## src/rtl/instr_cycle_ctrl.sv

```systemverilog
// Instruction-cycle controller for the 8-bit RISC CPU: starts on a fetch rise,
// steps eight states per instruction and emits registered control strobes.
module instr_cycle_ctrl #(
  parameter int unsigned CYCLE_STATES = 8
) (
  input  logic       clock,
  input  logic       reset,
  input  logic       fetch,
  input  logic [2:0] opcode,
  input  logic       zero,
  output logic       load_ir,
  output logic       inc_pc,
  output logic       load_pc,
  output logic       load_acc,
  output logic       rd,
  output logic       wr,
  output logic       datactl_ena,
  output logic       halt,
  output logic [2:0] state
);

  localparam int unsigned STATE_W = 3;
  localparam int unsigned OP_W    = 3;

  localparam logic [STATE_W-1:0] S0 = 3'd0;
  localparam logic [STATE_W-1:0] S1 = 3'd1;
  localparam logic [STATE_W-1:0] S2 = 3'd2;
  localparam logic [STATE_W-1:0] S3 = 3'd3;
  localparam logic [STATE_W-1:0] S4 = 3'd4;
  localparam logic [STATE_W-1:0] S5 = 3'd5;
  localparam logic [STATE_W-1:0] S6 = 3'd6;
  localparam logic [STATE_W-1:0] S7 = 3'd7;
  localparam logic [STATE_W-1:0] S_LAST = STATE_W'(CYCLE_STATES - 1);

  localparam logic [OP_W-1:0] OP_HLT = 3'b000;
  localparam logic [OP_W-1:0] OP_SKZ = 3'b001;
  localparam logic [OP_W-1:0] OP_ADD = 3'b010;
  localparam logic [OP_W-1:0] OP_AND = 3'b011;
  localparam logic [OP_W-1:0] OP_XOR = 3'b100;
  localparam logic [OP_W-1:0] OP_LDA = 3'b101;
  localparam logic [OP_W-1:0] OP_STO = 3'b110;
  localparam logic [OP_W-1:0] OP_JMP = 3'b111;

  logic [STATE_W-1:0] state_q, state_d;
  logic [OP_W-1:0]    op_q, op_d;
  logic               ena_q, ena_d;
  logic               halt_q, halt_d;
  logic               fetch_q;
  logic               load_ir_q, load_ir_d;
  logic               inc_pc_q, inc_pc_d;
  logic               load_pc_q, load_pc_d;
  logic               load_acc_q, load_acc_d;
  logic               rd_q, rd_d;
  logic               wr_q, wr_d;
  logic               dctl_q, dctl_d;

  logic               alu_op_c;
  logic [STATE_W-1:0] state_next_c;

  assign alu_op_c = (op_q == OP_ADD) || (op_q == OP_AND) ||
                    (op_q == OP_XOR) || (op_q == OP_LDA);
  assign state_next_c = (state_q == S_LAST) ? S0 : state_q + STATE_W'(1);

  // State register and registered strobes
  always_ff @(posedge clock) begin
    if (reset) begin
      state_q    <= S0;
      op_q       <= OP_HLT;
      ena_q      <= 1'b0;
      halt_q     <= 1'b0;
      fetch_q    <= 1'b0;
      load_ir_q  <= 1'b0;
      inc_pc_q   <= 1'b0;
      load_pc_q  <= 1'b0;
      load_acc_q <= 1'b0;
      rd_q       <= 1'b0;
      wr_q       <= 1'b0;
      dctl_q     <= 1'b0;
    end else begin
      state_q    <= state_d;
      op_q       <= op_d;
      ena_q      <= ena_d;
      halt_q     <= halt_d;
      fetch_q    <= fetch;
      load_ir_q  <= load_ir_d;
      inc_pc_q   <= inc_pc_d;
      load_pc_q  <= load_pc_d;
      load_acc_q <= load_acc_d;
      rd_q       <= rd_d;
      wr_q       <= wr_d;
      dctl_q     <= dctl_d;
    end
  end

  // Next state and strobe decode for the state being processed this edge
  always_comb begin
    state_d    = state_q;
    op_d       = op_q;
    ena_d      = ena_q | (fetch & ~fetch_q);
    halt_d     = halt_q;
    load_ir_d  = 1'b0;
    inc_pc_d   = 1'b0;
    load_pc_d  = 1'b0;
    load_acc_d = 1'b0;
    rd_d       = 1'b0;
    wr_d       = 1'b0;
    dctl_d     = 1'b0;

    if (ena_q && !halt_q) begin
      state_d = state_next_c;
      case (state_q)
        S0, S1: begin
          load_ir_d = 1'b1;
          inc_pc_d  = 1'b1;
          rd_d      = 1'b1;
        end
        S2: ;
        S3: begin
          op_d = opcode;
          if (opcode == OP_HLT) begin
            halt_d  = 1'b1;
            state_d = state_q;
          end else begin
            inc_pc_d = 1'b1;
          end
        end
        S4: begin
          rd_d      = alu_op_c;
          load_pc_d = (op_q == OP_JMP);
          dctl_d    = (op_q == OP_STO);
        end
        S5: begin
          rd_d       = alu_op_c;
          load_acc_d = alu_op_c;
          load_pc_d  = (op_q == OP_JMP);
          inc_pc_d   = (op_q == OP_JMP) || ((op_q == OP_SKZ) && zero);
          wr_d       = (op_q == OP_STO);
          dctl_d     = (op_q == OP_STO);
        end
        S6: begin
          rd_d   = alu_op_c;
          dctl_d = (op_q == OP_STO);
        end
        S7: begin
          inc_pc_d = (op_q == OP_SKZ) && zero;
        end
        default: ;
      endcase
    end
  end

  assign load_ir     = load_ir_q;
  assign inc_pc      = inc_pc_q;
  assign load_pc     = load_pc_q;
  assign load_acc    = load_acc_q;
  assign rd          = rd_q;
  assign wr          = wr_q;
  assign datactl_ena = dctl_q;
  assign halt        = halt_q;
  assign state       = state_q;

  // Bus-contention guards on the registered strobes
  a_rd_wr_excl: assert property (@(posedge clock) disable iff (reset) !(rd_q && wr_q));
  a_wr_drives:  assert property (@(posedge clock) disable iff (reset) wr_q |-> dctl_q);
  a_ldpc_jmp:   assert property (@(posedge clock) disable iff (reset) load_pc_q |-> (op_q == OP_JMP));

endmodule

```

## config.mk

```make
export PLATFORM = sky130hd
export DESIGN_NAME = instr_cycle_ctrl
export DESIGN_NICKNAME = d
export VERILOG_FILES = /design/src/rtl/instr_cycle_ctrl.sv
export SDC_FILE = /design/constraint.sdc
export NUM_CORES = 1
export LEC_CHECK = 0
export ABC_AREA = 1
export BUFFER_PORTS_ARGS = -buffer_cell sky130_fd_sc_hd__buf_2
export CAP_MARGIN = 20
export CELL_PAD_IN_SITES_DETAIL_PLACEMENT = 0
export CELL_PAD_IN_SITES_GLOBAL_PLACEMENT = 2
export CORE_MARGIN = 1
export CORE_UTILIZATION = 27
export CTS_CLUSTER_DIAMETER = 200
export DETAILED_ROUTE_END_ITERATION = 12
export GPL_ROUTABILITY_DRIVEN = 0
export PLACE_DENSITY = 0.82
export SKIP_CTS_REPAIR_TIMING = 1
export SLEW_MARGIN = 20
export SYNTH_ARGS = -nofsm -noshare
export SYNTH_HDL_FRONTEND = slang
export SYNTH_SLANG_ARGS = --single-unit
```

## constraint.sdc

```tcl
create_clock -name clock -period 1.5 [get_ports clock]
set_input_delay 0.3 -clock clock [delete_from_list [all_inputs] [get_ports clock]]
set_output_delay 0.3 -clock clock [all_outputs]
set_load 0.02 [all_outputs]
```

==> results by group <==
Min path
  • Hold crit path type: primary input to flop
  • Worst hold start: fetch
  • Hold Path Depth: 3
  • Hold path endpoint: fetch_q

Synth
  • Yosys top cell by area: dfxtp_1
  • Mapped Cells: 94
  • Seq/Total Area, Yosys: 0.4563
  • Post-Synthesis Net Count: around 110
  • Area of the mapped netlist: 701.9 um^2
  • Yosys top cell area share: 0.4563
  • Top post-synthesis cells by area: dfxtp_1 46%, nand2_1 11%, ha_1 8.9%
  • YS warnings: 0
  • Synth Register Bits: 16
  • Syn avg cell area: 7.467 um^2
  • Yosys cell types: 17

Clocking
  • Htree depth: 1
  • Clock-pin slew of the registers on the worst-case setup and hold paths: 0.09 ns
  • Clock root buffer: clkbuf_4
  • Clk sinks: 16
  • CTS Buf Count: 3
  • Worst-Skew Late Latency: 0.28 ns
  • Bufs on Longest Clock Path: 2
  • CTS tree: done

Pwr
  • Share of total power in the clock network: 0.316
  • Internal: 0.0006475 W
  • Peak supply drop: ~650 uV
  • Combinational share of power: 0.169
  • Seq pwr share: 0.515
  • Net Sw Power: 0.0002321 W
  • Leakage power: 0.4542 nW
  • Pwr Density: 1004 nW/um^2
  • Sw frac: 0.2639

Global routing
  • Initial antenna violation count: 0
  • Largest net degree at the start of global routing: 10
  • Vias in the first global route: 536
  • First-pass GRT wire length: about 2200 um
  • Grt ovf: 0
  • GRT Util Overall: 0.1121

STA
  • Final setup fails: 0
  • RSZ-0062 raised after global routing: false
  • Slew HR: 0.8497
  • Slew @ Worst Pin: 0.2246 ns
  • Final Hold Viols: 0
  • Final Slew Violations: 0
  • Total negative slack: 0 ns
  • Fmax: around 750 MHz
  • Worst Skew: ~0.0043 ns
  • Final min period: 1.336 ns
  • Fin crit share: 0.8907

Critical path
  • Worst reg2reg setup slack: 0.16 ns
  • Reg-to-Reg Start: state[0]
  • Element type at the critical path start: flop
  • Reg-to-Reg End: state[1]
  • Crit path DAT: 1.56 ns
  • CP Buf/Inv Count: 1
  • CP cell instances: inv_1 > ha_1 > or2_2 > nand3_1 > nand2_1 > nor2_1
  • CP max stage cell: dfxtp_1
  • WP data required: 1.72 ns
  • Top delay family on crit path: simple AND/OR/NAND/NOR gates
  • Worst setup EP type: flop
  • Crit Path Class: flop to flop
  • Worst reg-to-reg path cell count: 6
  • CP max stage delay: about 0.38 ns
  • Crit-path max FO: 4

Routing
  • DRC Markers: 0
  • Initial DRC count: 8
  • Wirelength per Cell: a little over 9 um
  • Routed vias/inst: 4.252
  • Routed Antenna Nets: 0
  • Number of detailed-route iterations in the first pass: 2
  • Detailed Route WL: ~1300 um
  • Via Count: roughly 630

Cells and area
  • Number of antenna cells inserted: 0
  • Nets: 130
  • P&R area growth vs syn: 24.78%
  • Share of layout cells above drive strength 1: 0.2479
  • Non-Filler Instances: 147

Floorplanning
  • FP Rows: 18
  • Chip height: between 50 and 60 um
  • Die area: 2807 um^2
  • Core area: roughly 2500 um^2
  • Initial Util: 0.2833
  • Die Wd: 52.99 um
  • # IOs: 18

Run status
  • Outcome: completed

Placed design
  • Dpl cells: 143
  • DP Wirelength: 1127 um
  • IO buf count: 17

Job
  • Number of max-cap violations: 0
[cell usage in the layout (no fill, tap or decap)]
cell type	Yosys	layout
nor2_1	16	16
clkbuf_4	0	3
buf_4	0	2
nor3_2	1	1
nand2_1	20	20
nor3_1	2	2
clkbuf_8	0	1
inv_1	15	15
a21oi_1	7	7
buf_2	0	17
o21bai_1	1	1
nor2_2	1	1
nand3_1	3	3
dfxtp_1	16	16
nand2_2	1	1
ha_1	5	5
o21ai_0	2	2
inv_2	1	1
or2_2	1	1
nor2_4	1	1
o22ai_1	1	1
[worst register-to-register path, delay by kind of cell (launching register included)]
family | cells | cell delay (ns)
buffers and inverters | 1 | 0.09
AND/OR/NAND/NOR | 4 | 0.54
adder cells (fa/ha/maj) | 1 | 0.29
flip-flops | 1 | 0.38
[worst max path at each step]
stage / cells after the start / to / startpoint / slack (ns)
floorplan: 7 / state[2] / state[1] / 0.10
global route: 7 / state[2] / state[0] / 0.04
CTS: 6 / state[1] / state[0] / 0.15
finish: 6 / state[1] / state[0] / 0.16
detailed placement: 6 / state[1] / state[0] / 0.17
global placement: 6 / state[1] / state[0] / 0.18
[synth_stat cells (all sizes together)]
| cell type | instances |
|---|---|
| o22ai | 1 |
| dfxtp | 16 |
| a21oi | 7 |
| nor3 | 3 |
| or2 | 1 |
| o21bai | 1 |
| nand3 | 3 |
| ha | 5 |
| nor2 | 18 |
| inv | 16 |
| o21ai | 2 |
| nand2 | 21 |
[kinds of logic after synthesis]
group                      share of synthesized area
AOI/OAI and AO/OA                            0.08378
buffers and inverters                        0.08555
adders and majority gates                    0.08913
DFF                                           0.4563
and+or+nand+nor                               0.2852
[routing by layer]
metal | part of all wire | vias to the layer above | GRT usage
li1 | - | 334 | -
met4 | 0.010 | 0 | 0.02632
met3 | 0.061 | 2 | 0.05172
met2 | 0.45 | 15 | 0.1857
met1 | 0.48 | 274 | 0.1299
met5 | 0 | - | 0
[power groups by stage]
| stage | Clock (W) | Sequential, W | Combinational [W] |
|---|---|---|---|
| 5_1_grt | 0.000314 | 0.000457 | 0.000168 |
| 3_3_place_gp | 0 | 0.000463 | 0.000151 |
| 6_report | 0.000278 | 0.000453 | 0.000149 |
| 2_1_floorplan | 0 | 0.000487 | 0.0000728 |
| 4_1_cts | 0.000295 | 0.000453 | 0.000150 |
| 3_5_place_dp | 0 | 0.000463 | 0.000150 |
[flip-flops by register name, summed over array words and instances, names as in the netlist]
signal,flops
load_ir,1
fetch_q,1
halt,1
load_pc,1
rd,1
state,3
load_acc,1
ena_q,1
datactl_ena,1
inc_pc,1
wr,1
op_q,3
[per-stage QoR]
step	power, W	utilization	setup WS (ns)	area, um^2	hold WS, ns
after detailed placement	0.0006129	0.3389	0.1719	839.6	0.4091
after floorplan	0.0005595	-	0.1024	701.9	0.3691
after global placement	0.0006137	0.3389	0.1786	839.6	0.4041
final	0.0008795	0.3535	0.1639	875.8	0.2200
after global routing	0.0009384	0.3535	0.03958	875.8	0.2159
after CTS	0.0008984	0.3535	0.1489	875.8	0.2126
[cell type report]
type / instances / area, um^2
Clock buffer: 4 / 36.28
Fill cell: 286 / 1602
Inverter: 16 / 60.06
Multi-Input combinational cell: 62 / 321.6
Sequential cell: 16 / 320.3
Tap cell: 30 / 37.54
Timing Repair Buffer: 19 / 100.1
Note: power is estimated with default switching activity, not from simulation.
